## config.mk

```make
export PLATFORM = sky130hd
export DESIGN_NAME = xrv_muldiv_ctrl_flat
export DESIGN_NICKNAME = d
export VERILOG_FILES = /design/src/rtl/xrv_muldiv_ctrl_if.sv /design/src/rtl/xrv_muldiv_ctrl.sv /design/src/flat_wrapper.sv
export SDC_FILE = /design/constraint.sdc
export NUM_CORES = 1
export LEC_CHECK = 0
export ABC_CLOCK_PERIOD_IN_PS = 2700
export BUFFER_PORTS_ARGS = -buffer_cell sky130_fd_sc_hd__buf_2
export CAP_MARGIN = 40
export CORE_MARGIN = 5
export CORE_UTILIZATION = 50
export DETAILED_ROUTE_END_ITERATION = 6
export GPL_TIMING_DRIVEN = 1
export PLACE_DENSITY = 0.77
export REMOVE_ABC_BUFFERS = 1
export SYNTH_ARGS = -nofsm -noshare
export SYNTH_HDL_FRONTEND = slang
export SYNTH_SLANG_ARGS = --single-unit
export TNS_END_PERCENT = 30
```

## constraint.sdc

```tcl
create_clock -name clk -period 2.7 [get_ports clk]
set_input_delay 0.135 -clock clk [delete_from_list [all_inputs] [get_ports clk]]
set_output_delay 0.135 -clock clk [all_outputs]
set_load 0.01 [all_outputs]
```

## src/rtl/xrv_muldiv_ctrl_if.sv

```systemverilog
// Signal bundle between EX/writeback, xrv_muldiv_ctrl and the iterative divider core.
// The slave modport is the controller's view; master is the surrounding pipeline/divider.
interface xrv_muldiv_ctrl_if;
  logic        in_valid;
  logic        in_ready;
  logic [2:0]  in_funct3;
  logic [31:0] in_rs1;
  logic [31:0] in_rs2;
  logic [4:0]  in_rd;
  logic        flush;
  logic        out_valid;
  logic        out_ready;
  logic [31:0] out_data;
  logic [4:0]  out_rd;
  logic        out_err;
  logic        busy;
  logic        div_valid;
  logic [31:0] div_dividend;
  logic [31:0] div_divisor;
  logic        div_optype;
  logic [31:0] div_result;
  logic        div_result_valid;

  modport slave (
    input  in_valid, in_funct3, in_rs1, in_rs2, in_rd, flush, out_ready,
           div_result, div_result_valid,
    output in_ready, out_valid, out_data, out_rd, out_err, busy,
           div_valid, div_dividend, div_divisor, div_optype
  );

  modport master (
    output in_valid, in_funct3, in_rs1, in_rs2, in_rd, flush, out_ready,
           div_result, div_result_valid,
    input  in_ready, out_valid, out_data, out_rd, out_err, busy,
           div_valid, div_dividend, div_divisor, div_optype
  );
endinterface

```

## src/rtl/xrv_muldiv_ctrl.sv

```systemverilog
// M-extension issue/writeback controller: resolves divide special cases, drives an unsigned
// divider with operand magnitudes and sign-fixes its result. Define XRV_MUL_EN for the multiplier.
module xrv_muldiv_ctrl #(
  parameter int unsigned DIV_TIMEOUT  = 40,
  parameter bit          FAST_SPECIAL = 1'b1
) (
  input logic              clk,
  input logic              rstb,
  xrv_muldiv_ctrl_if.slave bus
);
  localparam logic [2:0] S_IDLE     = 3'd0;
  localparam logic [2:0] S_DIV_WAIT = 3'd1;
  localparam logic [2:0] S_RESP     = 3'd3;
  localparam logic [2:0] S_DRAIN    = 3'd4;
`ifdef XRV_MUL_EN
  localparam logic [2:0] S_MUL_WAIT = 3'd2;
`endif
  localparam int CNT_W = $clog2(DIV_TIMEOUT + 1);

  logic [2:0]       state_q, state_d;
  logic [CNT_W-1:0] cnt_q, cnt_d;
  logic             res_neg_q, res_neg_d;
  logic [31:0]      out_data_q, out_data_d;
  logic [4:0]       out_rd_q, out_rd_d;
  logic             out_err_q, out_err_d;
  logic             div_valid_q, div_valid_d;
  logic [31:0]      div_dividend_q, div_dividend_d;
  logic [31:0]      div_divisor_q, div_divisor_d;
  logic             div_optype_q, div_optype_d;

  logic        accept, op_signed, op_rem, a_neg, b_neg, b_zero, ovf, special, timeout;
  logic [31:0] a_mag, b_mag, spec_res, div_fixed;

  assign accept    = bus.in_valid && (state_q == S_IDLE) && !bus.flush;
  assign op_signed = !bus.in_funct3[0];
  assign op_rem    = bus.in_funct3[1];
  assign a_neg     = op_signed && bus.in_rs1[31];
  assign b_neg     = op_signed && bus.in_rs2[31];
  assign a_mag     = a_neg ? (~bus.in_rs1 + 32'd1) : bus.in_rs1;
  assign b_mag     = b_neg ? (~bus.in_rs2 + 32'd1) : bus.in_rs2;
  assign b_zero    = (bus.in_rs2 == 32'd0);
  assign ovf       = op_signed && (bus.in_rs1 == 32'h8000_0000) && (bus.in_rs2 == 32'hFFFF_FFFF);
  assign special   = FAST_SPECIAL && (b_zero || ovf);
  assign spec_res  = b_zero ? (op_rem ? bus.in_rs1 : 32'hFFFF_FFFF)
                            : (op_rem ? 32'd0 : 32'h8000_0000);
  assign div_fixed = res_neg_q ? (~bus.div_result + 32'd1) : bus.div_result;
  // The strobe and the timeout share a priority slot: a result arriving on the last
  // allowed cycle still wins over the error return.
  assign timeout   = (cnt_q == CNT_W'(DIV_TIMEOUT - 1));

`ifdef XRV_MUL_EN
  logic [32:0] mul_a_q, mul_a_d, mul_b_q, mul_b_d;
  logic        mul_hi_q, mul_hi_d;
  logic [63:0] mul_prod;

  // Low 64 bits of the 33x33 signed product; sign-extending first makes a plain multiply exact.
  assign mul_prod = {{31{mul_a_q[32]}}, mul_a_q} * {{31{mul_b_q[32]}}, mul_b_q};
`endif

  always_comb begin
    // NOTE: every _d starts from a hold/default value so no branch can infer a latch.
    state_d        = state_q;
    cnt_d          = cnt_q;
    res_neg_d      = res_neg_q;
    out_data_d     = out_data_q;
    out_rd_d       = out_rd_q;
    out_err_d      = out_err_q;
    div_valid_d    = 1'b0;
    div_dividend_d = div_dividend_q;
    div_divisor_d  = div_divisor_q;
    div_optype_d   = div_optype_q;
`ifdef XRV_MUL_EN
    mul_a_d        = mul_a_q;
    mul_b_d        = mul_b_q;
    mul_hi_d       = mul_hi_q;
`endif
    case (state_q)
      S_IDLE: begin
        if (accept) begin
          out_rd_d  = bus.in_rd;
          out_err_d = 1'b0;
          cnt_d     = '0;
          if (bus.in_funct3[2]) begin
            if (special) begin
              out_data_d = spec_res;
              state_d    = S_RESP;
            end else begin
              div_dividend_d = a_mag;
              div_divisor_d  = b_mag;
              div_optype_d   = op_rem;
              res_neg_d      = op_rem ? a_neg : (a_neg ^ b_neg);
              div_valid_d    = 1'b1;
              state_d        = S_DIV_WAIT;
            end
          end else begin
`ifdef XRV_MUL_EN
            mul_a_d  = {(bus.in_funct3[1:0] != 2'd3) & bus.in_rs1[31], bus.in_rs1};
            mul_b_d  = {!bus.in_funct3[1] & bus.in_rs2[31], bus.in_rs2};
            mul_hi_d = (bus.in_funct3[1:0] != 2'd0);
            state_d  = S_MUL_WAIT;
`else
            out_data_d = 32'd0;
            out_err_d  = 1'b1;
            state_d    = S_RESP;
`endif
          end
        end
      end
      S_DIV_WAIT: begin
        if (bus.div_result_valid || timeout) begin
          if (!bus.flush) begin
            out_data_d = bus.div_result_valid ? div_fixed : 32'd0;
            out_err_d  = !bus.div_result_valid;
          end
          state_d = bus.flush ? S_IDLE : S_RESP;
        end else begin
          cnt_d = cnt_q + 1'b1;
          if (bus.flush) state_d = S_DRAIN;
        end
      end
      S_DRAIN: begin
        if (bus.div_result_valid || timeout) state_d = S_IDLE;
        else                                 cnt_d   = cnt_q + 1'b1;
      end
`ifdef XRV_MUL_EN
      S_MUL_WAIT: begin
        if (!bus.flush) out_data_d = mul_hi_q ? mul_prod[63:32] : mul_prod[31:0];
        state_d = bus.flush ? S_IDLE : S_RESP;
      end
`endif
      S_RESP: begin
        if (bus.out_ready || bus.flush) state_d = S_IDLE;
      end
      default: state_d = S_IDLE;
    endcase
  end

  // NOTE: sequential state is written only with non-blocking assignments.
  always_ff @(posedge clk or negedge rstb) begin
    if (!rstb) begin
      state_q        <= S_IDLE;
      cnt_q          <= '0;
      res_neg_q      <= 1'b0;
      out_data_q     <= 32'd0;
      out_rd_q       <= 5'd0;
      out_err_q      <= 1'b0;
      div_valid_q    <= 1'b0;
      div_dividend_q <= 32'd0;
      div_divisor_q  <= 32'd0;
      div_optype_q   <= 1'b0;
`ifdef XRV_MUL_EN
      mul_a_q        <= '0;
      mul_b_q        <= '0;
      mul_hi_q       <= 1'b0;
`endif
    end else begin
      state_q        <= state_d;
      cnt_q          <= cnt_d;
      res_neg_q      <= res_neg_d;
      out_data_q     <= out_data_d;
      out_rd_q       <= out_rd_d;
      out_err_q      <= out_err_d;
      div_valid_q    <= div_valid_d;
      div_dividend_q <= div_dividend_d;
      div_divisor_q  <= div_divisor_d;
      div_optype_q   <= div_optype_d;
`ifdef XRV_MUL_EN
      mul_a_q        <= mul_a_d;
      mul_b_q        <= mul_b_d;
      mul_hi_q       <= mul_hi_d;
`endif
    end
  end

  assign bus.in_ready     = (state_q == S_IDLE);
  assign bus.busy         = (state_q != S_IDLE);
  assign bus.out_valid    = (state_q == S_RESP);
  assign bus.out_data     = out_data_q;
  assign bus.out_rd       = out_rd_q;
  assign bus.out_err      = out_err_q;
  assign bus.div_valid    = div_valid_q;
  assign bus.div_dividend = div_dividend_q;
  assign bus.div_divisor  = div_divisor_q;
  assign bus.div_optype   = div_optype_q;
endmodule

```

## src/flat_wrapper.sv

```systemverilog
// flat-port wrapper written by rule: the top's interface ports become plain ports
module xrv_muldiv_ctrl_flat 
#(
  parameter int unsigned DIV_TIMEOUT  = 40,
  parameter bit          FAST_SPECIAL = 1'b1
)
  (clk, rstb, bus_in_valid, bus_in_funct3, bus_in_rs1, bus_in_rs2, bus_in_rd, bus_flush, bus_out_ready, bus_div_result, bus_div_result_valid, bus_in_ready, bus_out_valid, bus_out_data, bus_out_rd, bus_out_err, bus_busy, bus_div_valid, bus_div_dividend, bus_div_divisor, bus_div_optype);
  xrv_muldiv_ctrl_if bus_i ();
  input logic clk;
  input logic rstb;
  input wire logic [$bits(bus_i.in_valid)-1:0] bus_in_valid;
  input wire logic [$bits(bus_i.in_funct3)-1:0] bus_in_funct3;
  input wire logic [$bits(bus_i.in_rs1)-1:0] bus_in_rs1;
  input wire logic [$bits(bus_i.in_rs2)-1:0] bus_in_rs2;
  input wire logic [$bits(bus_i.in_rd)-1:0] bus_in_rd;
  input wire logic [$bits(bus_i.flush)-1:0] bus_flush;
  input wire logic [$bits(bus_i.out_ready)-1:0] bus_out_ready;
  input wire logic [$bits(bus_i.div_result)-1:0] bus_div_result;
  input wire logic [$bits(bus_i.div_result_valid)-1:0] bus_div_result_valid;
  output wire logic [$bits(bus_i.in_ready)-1:0] bus_in_ready;
  output wire logic [$bits(bus_i.out_valid)-1:0] bus_out_valid;
  output wire logic [$bits(bus_i.out_data)-1:0] bus_out_data;
  output wire logic [$bits(bus_i.out_rd)-1:0] bus_out_rd;
  output wire logic [$bits(bus_i.out_err)-1:0] bus_out_err;
  output wire logic [$bits(bus_i.busy)-1:0] bus_busy;
  output wire logic [$bits(bus_i.div_valid)-1:0] bus_div_valid;
  output wire logic [$bits(bus_i.div_dividend)-1:0] bus_div_dividend;
  output wire logic [$bits(bus_i.div_divisor)-1:0] bus_div_divisor;
  output wire logic [$bits(bus_i.div_optype)-1:0] bus_div_optype;
  assign bus_i.in_valid = bus_in_valid;
  assign bus_i.in_funct3 = bus_in_funct3;
  assign bus_i.in_rs1 = bus_in_rs1;
  assign bus_i.in_rs2 = bus_in_rs2;
  assign bus_i.in_rd = bus_in_rd;
  assign bus_i.flush = bus_flush;
  assign bus_i.out_ready = bus_out_ready;
  assign bus_i.div_result = bus_div_result;
  assign bus_i.div_result_valid = bus_div_result_valid;
  assign bus_in_ready = bus_i.in_ready;
  assign bus_out_valid = bus_i.out_valid;
  assign bus_out_data = bus_i.out_data;
  assign bus_out_rd = bus_i.out_rd;
  assign bus_out_err = bus_i.out_err;
  assign bus_busy = bus_i.busy;
  assign bus_div_valid = bus_i.div_valid;
  assign bus_div_dividend = bus_i.div_dividend;
  assign bus_div_divisor = bus_i.div_divisor;
  assign bus_div_optype = bus_i.div_optype;
  xrv_muldiv_ctrl #(.DIV_TIMEOUT(DIV_TIMEOUT), .FAST_SPECIAL(FAST_SPECIAL)) u_core (.clk(clk), .rstb(rstb), .bus(bus_i));
endmodule
```

==> flow_summary_export.csv, run 1 <==
group,metric,value,unit
run_status,status,"finished clean",
floorplan,std_cell_rows,43,
synth,synth_compound_area_frac,0.1166,
synth,synthTopCellsByArea,"dfrtp_1 40%, mux2_2 11%, xor2_1 6.1%",
synth,ys_seq_area_frac,0.3999,
drt,routedWlPerCell,18.37,um
timing,slew_violations,0,
clock_tree,htree_levels,4,
global_route,grt_pass1_wl,32020,um
synth,synthArstFlopShare,1.000,
drt,drt_iter0_drc,397,
timing,rsz0062_at_grt,"false",
setup_path,r2r_setup_slack,0.35,ns
drt,drc,0,
flow_run,cap_viol_max_count,0,
setup_path,slowest_stage,"dlygate4sd3_1",
synth,yosysTopAreaCell,"dfrtp_1",
place,io_buffers,216,
synth,synth-edff-count,0,
synth,synthAdderAreaFrac,0.008769,
synth,synth_xor_area_frac,0.1117,
synth,synth_area,7134,um^2
synth,avgSynthCellArea,10.59,um^2
floorplan,initial_utilization,0.5120,
place,placed_cells,1062,
timing,timing.final.crit_share,0.9141,
timing,worst-slew-pin-transition,0.7453,ns
setup_path,critical_path.max_fanout,33,
timing,hold_slack,0.05152,ns
timing,fin_crit,2.468,ns
cells_and_area,stdcell_count,1104,
setup_path,rr_endpoint,"u_core.state_q[1]",
timing,skew,0.01261,ns
setup_path,worst-endpoint-arrival,2.81,ns
floorplan,coreArea,13930,um^2
hold_path,hold_path_class,"in2reg",
setup_path,start_kind,"input port",
clock_tree,insertion_delay,0.42,ns
setup_path,crit_start,"bus_in_rs1[0]",
clock_tree,cts_setup_buffers,0,
hold_path,hold_path_startpoint,"bus_in_rs1[31]",
timing,fmax,0.4052,GHz
setup_path,ff2ff_path_depth,7,
synth,syn_inst,674,
setup_path,cp.required,3.05,ns
pwr,max-vdd-ir-drop,0.5773,mV
pwr,p_per_area,755.7,nW/um^2
drt,drt_wl_total,20280,um
floorplan,die-area,16760,um^2
pwr,p_leak,4.242,nW
place,gp_congestion,0.8664,
cells_and_area,layout-drive-gt1-share,0.4095,
setup_path,crit_chain,"dlygate4sd3_1 > buf_2 > inv_1 > ha_1 > inv_1 > nor4_4 > nand4_1 > o221ai_1 > nand3b_1 > buf_12 > o31ai_1 > dlygate4sd3_1",
synth,ys_warn_count,0,
timing,setup_viol,0,
clock_tree,cts-buffers-inserted,17,
cells_and_area,final_cell_area,9230,um^2
place,dp_hpwl,14890,um
clock_tree,cts_root_buf,"clkbuf_16",
place,place_area,8522,um^2
drt,ant_nets,0,
clock_tree,clock_sinks,114,
setup_path,crit_path_end_kind,"flop",
global_route,grt_pass1_vias,6270,
floorplan,pin_count,217,
setup_path,crit_type,"in2reg",
synth,ys_dominant_reg_cell,"dfrtp_1",
synth,synth_cell_type_count,52,
synth,synthMuxAreaShare,0.1780,
setup_path,endpoint,"u_core.state_q[1]",
drt,drt_first_pass_iters,5,
clock_tree,cts_tree,"yes",
drt,num_vias,6297,
drt,viasPerCell,5.704,
synth,synth_top_family_by_area,"multiplexers",
cells_and_area,final_util,0.6624,
floorplan,die_y,129.5,um
cells_and_area,nets,1027,
clock_tree,cts_buffer_depth,2,
floorplan,die_w,129.5,um
global_route,antenna_found_initial,1,
timing,hold_viol_final,0,
global_route,overflow,0,
timing,max_slew_margin,0.4986,
setup_path,cp_slowest_stage_delay,0.57,ns
global_route,grt_max_degree,50,
cells_and_area,num-fill-cells,1115,
synth,synth_top_area_share,0.3999,
setup_path,r2r-start,"u_core.cnt_q[0]",
cells_and_area,area_growth_syn_to_layout,29.38,%
synth,yosys.area_share.simple,0.1515,
global_route,track_usage,0.2428,
clock_tree,cts.clk_slew.worst_paths,0.05,ns
synth,synth-seq-cells,114,
registers in the layout, summed over array words and instances, names as in the netlist:
register                 count
u_core.bus.out_rd            5
u_core.bus.div_divisor      32
u_core.bus.div_optype        1
u_core.bus.div_dividend     32
u_core.bus.out_err           1
u_core.bus.div_valid         1
u_core.cnt_q                 6
u_core.res_neg_q             1
u_core.bus.out_data         32
u_core.state_q               3
kinds of logic (layout without fill, tap and decap cells):
logic type / Yosys count / count (layout)
and+or+nand+nor: 183 / 183
AOI/OAI and AO/OA: 125 / 125
DFF: 114 / 114
muxes: 105 / 105
xor gates and xnor gates: 91 / 91
buffers and inverters: 51 / 300
adders and majority gates: 5 / 5
other: 0 / 1
cells in the mapped netlist, drive strengths merged (2+ instances only):
cell and number:
a21boi 2, a21oi 14, a31oi 3, and3 2, buf 15, clkbuf 17
dfrtp 114, ha 5, inv 19, mux2 100, mux2i 5, nand2 21
nand2b 5, nand3 8, nand3b 2, nand4 15, nor2 35, nor2b 37
nor3 13, nor3b 3, nor4 12, o21ai 29, o22ai 31, o31ai 25
o41ai 17, or2 3, or3 7, or4 14, xnor2 41, xor2 50
per-stage QoR:
| step | TNS (ns) | power [mW] | worst slack [ns] |
|---|---|---|---|
| 6_report | 0 | 6.976 | 0.2320 |
| 5_1_grt | 0 | 7.359 | 0.04980 |
| 4_1_cts | 0 | 7.034 | 0.1182 |
| 3_5_place_dp | 0 | 4.692 | 0.1365 |
| 3_3_place_gp | 0 | 4.635 | 0.1867 |
| 2_1_floorplan | -85.90 | 3.737 | -1.299 |
what timing repair did:
item,in CTS,in global routing
resized for setup,0,0
hold buffers,11,0
endpoints found under the setup margin,0,1
hold endpoints to repair,56,0
worst min path at each step:
| stage | cells after the start | to | slack (ns) |
|---|---|---|---|
| after global placement | 1 | u_core.bus.out_rd[3] | 0.21 |
| after global routing | 3 | u_core.bus.div_dividend[31] | 0.03 |
| final | 3 | u_core.bus.div_dividend[31] | 0.05 |
| after CTS | 3 | u_core.bus.div_dividend[31] | 0.03 |
| after detailed placement | 1 | u_core.bus.out_rd[3] | 0.21 |
| after floorplan | 0 | u_core.bus.div_dividend[0] | -0.16 |
power breakdown:
part           total [mW]  switching, mW  internal (mW)
clock                2.29          0.756           1.54
combinational        2.18           1.07           1.11
sequential           2.50          0.290           2.21
metal layers:
layer / vias up / GRT usage / wire (um)
met1: 3035 / 0.3086 / 8527
met2: 253 / 0.3924 / 9790
met3: 44 / 0.07667 / 1483
met5: - / 0 / 0
met4: 0 / 0.08619 / 480
li1: 2965 / - / -
layout by cell type (no fill, tap or decap), types with 4 or more instances in the layout:
cell,netlist,layout
nand2b_1,5,5
o31ai_1,25,25
inv_1,19,19
buf_4,0,20
xnor2_1,41,41
o21ai_0,29,29
mux2_4,25,25
ha_1,5,5
xor2_1,50,50
o22ai_1,31,31
clkbuf_1,16,4
dlygate4sd3_1,0,11
nor4_1,9,9
or3_1,7,7
clkbuf_16,0,17
nor2b_1,37,37
clkbuf_8,0,4
nand2_1,21,21
nand4_1,15,15
dfrtp_1,114,114
mux2_2,72,72
buf_12,0,5
buf_2,10,215
nor2_1,35,35
o41ai_1,15,15
mux2i_1,5,5
or4_1,11,11
a21oi_1,14,14
nand3_1,8,8
nor3_1,11,11
area by class of cell:
class	instances	area (um^2)	area share
Sequential cell	114	2853	0.3091
Multi-Input combinational cell	509	4046	0.4384
Inverter	19	71.32	0.007727
Timing Repair Buffer	251	1436	0.1556
Tap cell	180	225.2	0.02440
Clock buffer	25	495.5	0.05368
Clock inverter	5	100.1	0.01084
Antenna cell	1	2.502	0.0002711
critical path: cells and delay by family:
kind	cells	cell delay (ns)
AO/OA/AOI/OAI	2	0.28
adder cells (fa/ha/maj)	1	0.20
buffers and inverters	6	1.59
AND/OR/NAND/NOR	3	0.60
(Power assumes the default switching activity.)
==> run 2: changes to the inputs <==
--- a/config.mk
+++ b/config.mk
@@ -5,6 +5,7 @@
 export SDC_FILE = /design/constraint.sdc
 export NUM_CORES = 1
 export LEC_CHECK = 0
+export ABC_AREA = 1
 export ABC_CLOCK_PERIOD_IN_PS = 2700
 export BUFFER_PORTS_ARGS = -buffer_cell sky130_fd_sc_hd__buf_2
 export CAP_MARGIN = 40
@@ -12,7 +13,7 @@
 export CORE_UTILIZATION = 50
 export DETAILED_ROUTE_END_ITERATION = 6
 export GPL_TIMING_DRIVEN = 1
-export PLACE_DENSITY = 0.77
+export PLACE_DENSITY = 0.76
 export REMOVE_ABC_BUFFERS = 1
 export SYNTH_ARGS = -nofsm -noshare
 export SYNTH_HDL_FRONTEND = slang
==> run 2 against run 1 <==
First-iteration DRC count is 58% higher. Total power is 23% higher. Critical path depth is 3 lower. Die area is 8.7% higher. Global-route usage is 2.9 points higher. Sequential share of layout area is 1.6 points lower. Core utilization is 2.4 points lower. Clock skew is 0.0055 ns lower. Worst setup slack better by 0.43 ns. Fmax is 21% higher. Wire length is 21% higher. Synthesized cell count is 74% higher. Largest cell class unchanged.
==> flow_summary_export.csv, run 2 <==
group,metric,value,unit
setup_path,rr_endpoint,"u_core.bus.out_data[29]",
synth,synth_top_family_by_area,"simple AND/OR/NAND/NOR gates",
pwr,comb_power_share,0.382,
global_route,overflow,0,
global_route,antenna_found_initial,5,
cells_and_area,num-fill-cells,1472,
floorplan,die-area,18220,um^2
synth,avgSynthCellArea,6.676,um^2
cells_and_area,nets,1500,
drt,drc,0,
clock_tree,htree_levels,4,
clock_tree,cts_resized,0,
timing,setup_tns,0,ns
synth,synth_area,7811,um^2
synth,synth_cell_type_count,36,
timing,hold_slack,0.01711,ns
setup_path,ff2ff_path_depth,9,
synth,syn_inst,1170,
pwr,finalPower,8.547,mW
setup_path,slowest_stage,"dlygate4sd3_1",
pwr,p_per_area,878.0,nW/um^2
clock_tree,cts.clk_slew.worst_paths,0.06,ns
cells_and_area,layout-drive-gt1-share,0.2103,
synth,synthMuxAreaShare,0,
global_route,grt_max_degree,55,
setup_path,r2r-start,"u_core.res_neg_q",
pwr,p_leak,5.252,nW
cells_and_area,area_growth_syn_to_layout,24.64,%
setup_path,worst-endpoint-arrival,2.31,ns
pwr,switchingPower,3.328,mW
synth,synth_top_area_share,0.3652,
timing,fin_crit,2.038,ns
setup_path,path_depth,9,
drt,drt_first_pass_iters,5,
pwr,max-vdd-ir-drop,0.4934,mV
setup_path,critical_path.max_fanout,50,
setup_path,cp.required,2.97,ns
clock_tree,insertion_delay,0.43,ns
synth,synth_compound_area_frac,0.1179,
synth,ys_warn_count,0,
floorplan,coreArea,15260,um^2
synth,ys_seq_area_frac,0.3652,
timing,fmax,0.4907,GHz
global_route,grt_pass1_wl,39740,um
setup_path,cp_num_buf_inv,4,
setup_path,r2r_setup_slack,0.67,ns
floorplan,die_w,135.0,um
clock_tree,cts_root_buf,"clkbuf_16",
hold_path,min_to,"u_core.state_q[0]",
setup_path,crit_type,"in2reg",
pwr,p_int,5.220,mW
synth,synth-edff-count,0,
global_route,track_usage,0.2720,
setup_path,cp_slowest_stage_delay,0.54,ns
floorplan,initial_utilization,0.5119,
cells_and_area,final_util,0.6380,
hold_path,hold_path_class,"in2reg",
floorplan,die_y,135.0,um
place,dp_slack,0.5307,ns
synth,synth_top_cells_by_count,"407 x nand2_1, 114 x dfrtp_1, 106 x nand3_1, 103 x inv_1, 103 x nor2_1",
synth,synthAdderAreaFrac,0.008009,
global_route,grt_pass1_vias,7982,
synth,synth.most_common_cell,"nand2_1",
place,dp_hpwl,18780,um
pwr,p_seq_frac,0.329,
clock_tree,cts_tree,"yes",
setup_path,cpLargestDelayFamily,"buffers and inverters",
clock_tree,cts-buffers-inserted,17,
drt,drt_wl_total,24490,um
hold_path,hold_path_startpoint,"bus_flush",
flow_run,cap_viol_max_count,0,
setup_path,crit_start,"bus_in_rs2[31]",
timing,skew,0.007129,ns
floorplan,pin_count,217,
drt,routedWlPerCell,15.18,um
timing,hold_viol_final,0,
synth,synthArstFlopShare,1.000,
pwr,sw_frac_of_total,0.3893,
pwr,pwr-share-clk,0.289,
setup_path,start_kind,"input port",
clock_tree,cts_buffer_depth,2,
hold_path,hold_path_depth,4,
setup_path,path_common_cell,"nand4_4",
synth,synthTopCellsByArea,"dfrtp_1 37%, nand2_1 20%, nand3_1 6.8%",
timing,timing.final.crit_share,0.7547,
cells_and_area,final_common_cell,"nand2_1",
place,io_buffers,216,
setup_path,crit_chain,"dlygate4sd3_1 > buf_2 > inv_1 > nand3_1 > nor2_2 > nand4_4 > nand4_4 > buf_4 > o21ai_0",
synth,synth-seq-cells,114,
synth,yosysTopAreaCell,"dfrtp_1",
clock_tree,clock_sinks,114,
cells_and_area,final_cell_mix,"407 x nand2_1, 215 x buf_2, 114 x dfrtp_1, 106 x nand3_1",
timing,worst_slack,0.6622,ns
run_status,status,"finished clean",
floorplan,std_cell_rows,45,
synth,synth_xor_area_frac,0.05606,
timing,rsz0062_at_grt,"false",
timing,max_slew_margin,0.5072,
timing,worst-slew-pin-transition,0.7392,ns
synth,ys_dominant_reg_cell,"dfrtp_1",
drt,viasPerCell,5.235,
timing,slew_violations,0,
drt,drt_iter0_drc,626,
setup_path,crit_path_end_kind,"flop",
place,gp_congestion,0.9223,
drt,num_vias,8444,
synth,yosys.area_share.simple,0.3641,
drt,ant_nets,0,
timing,setup_viol,0,
## run 2: cell types whose count changed in the layout (fill, tap and decap cells not counted), moves of 44 or more
cell	delta
nand2_1	+386
o21ai_0	+54
nand3_1	+98
nor2_1	+68
mux2_2	-72
o21ai_1	+44
inv_1	+84
## run 2: cell type report
class / instances / area [um^2] / share of cell area
tap: 211 / 264.0 / 0.02712
antenna: 4 / 10.01 / 0.001028
multi-input combinational: 902 / 4265 / 0.4381
timing repair buffer: 237 / 1276 / 0.1311
inverter: 113 / 425.4 / 0.04370
sequential: 114 / 2853 / 0.2930
clock buffer: 18 / 429.2 / 0.04408
clock inverter: 14 / 212.7 / 0.02185
## run 2: repair_timing
action,CTS,global route
hold endpoints to repair,60,0
hold buffers,9,0
setup buffers,0,0
## run 2: worst max path at each step
stage | to | slack (ns)
finish | u_core.bus.div_divisor[7] | 0.66
global route | u_core.bus.out_data[29] | 0.42
CTS | u_core.bus.div_divisor[7] | 0.68
detailed placement | u_core.bus.div_divisor[7] | 0.53
global placement | u_core.bus.div_divisor[4] | 0.58
floorplan | u_core.bus.div_dividend[22] | 0.10
## run 2: metrics by stage
| step | std cells | area, um^2 |
|---|---|---|
| floorplan | 1129 | 7543 |
| global placement | 1568 | 8994 |
| detailed placement | 1568 | 8994 |
| CTS | 1609 | 9726 |
| global route | 1613 | 9736 |
| finish | 1613 | 9736 |
## run 2: power groups by stage
stage	Sequential, mW	Clock [mW]	Combinational [mW]
6_report	2.81	2.47	3.27
2_1_floorplan	3.08	0	1.59
4_1_cts	2.81	2.50	3.28
3_3_place_gp	2.82	0	3.18
5_1_grt	2.89	2.57	3.67
3_5_place_dp	2.82	0	3.26
## run 2: kinds of logic (layout without fill, tap and decap cells)
group | count (synthesis) | count (layout)
AO/OA/AOI/OAI | 176 | 176
AND/OR/NAND/NOR | 671 | 671
flip-flops | 114 | 114
XOR/XNOR | 50 | 50
other | 0 | 4
adder cells (fa/ha/maj) | 5 | 5
buffers and inverters | 154 | 382
## run 2: worst register-to-register path, delay by kind of cell, from the launching register on
kind	cells	cell delay (ns)
AO/OA/AOI/OAI	1	0.41
buffers and inverters	1	0.24
flip-flops	1	0.65
AND/OR/NAND/NOR	7	0.63
## run 2: metal layers
metal | track usage | part of all wire | vias up
li1 | - | - | 4205
met1 | 0.3564 | 0.43 | 3827
met2 | 0.4383 | 0.46 | 358
met3 | 0.06259 | 0.086 | 52
met4 | 0.1069 | 0.028 | 2
met5 | 0 | 0.00053 | -
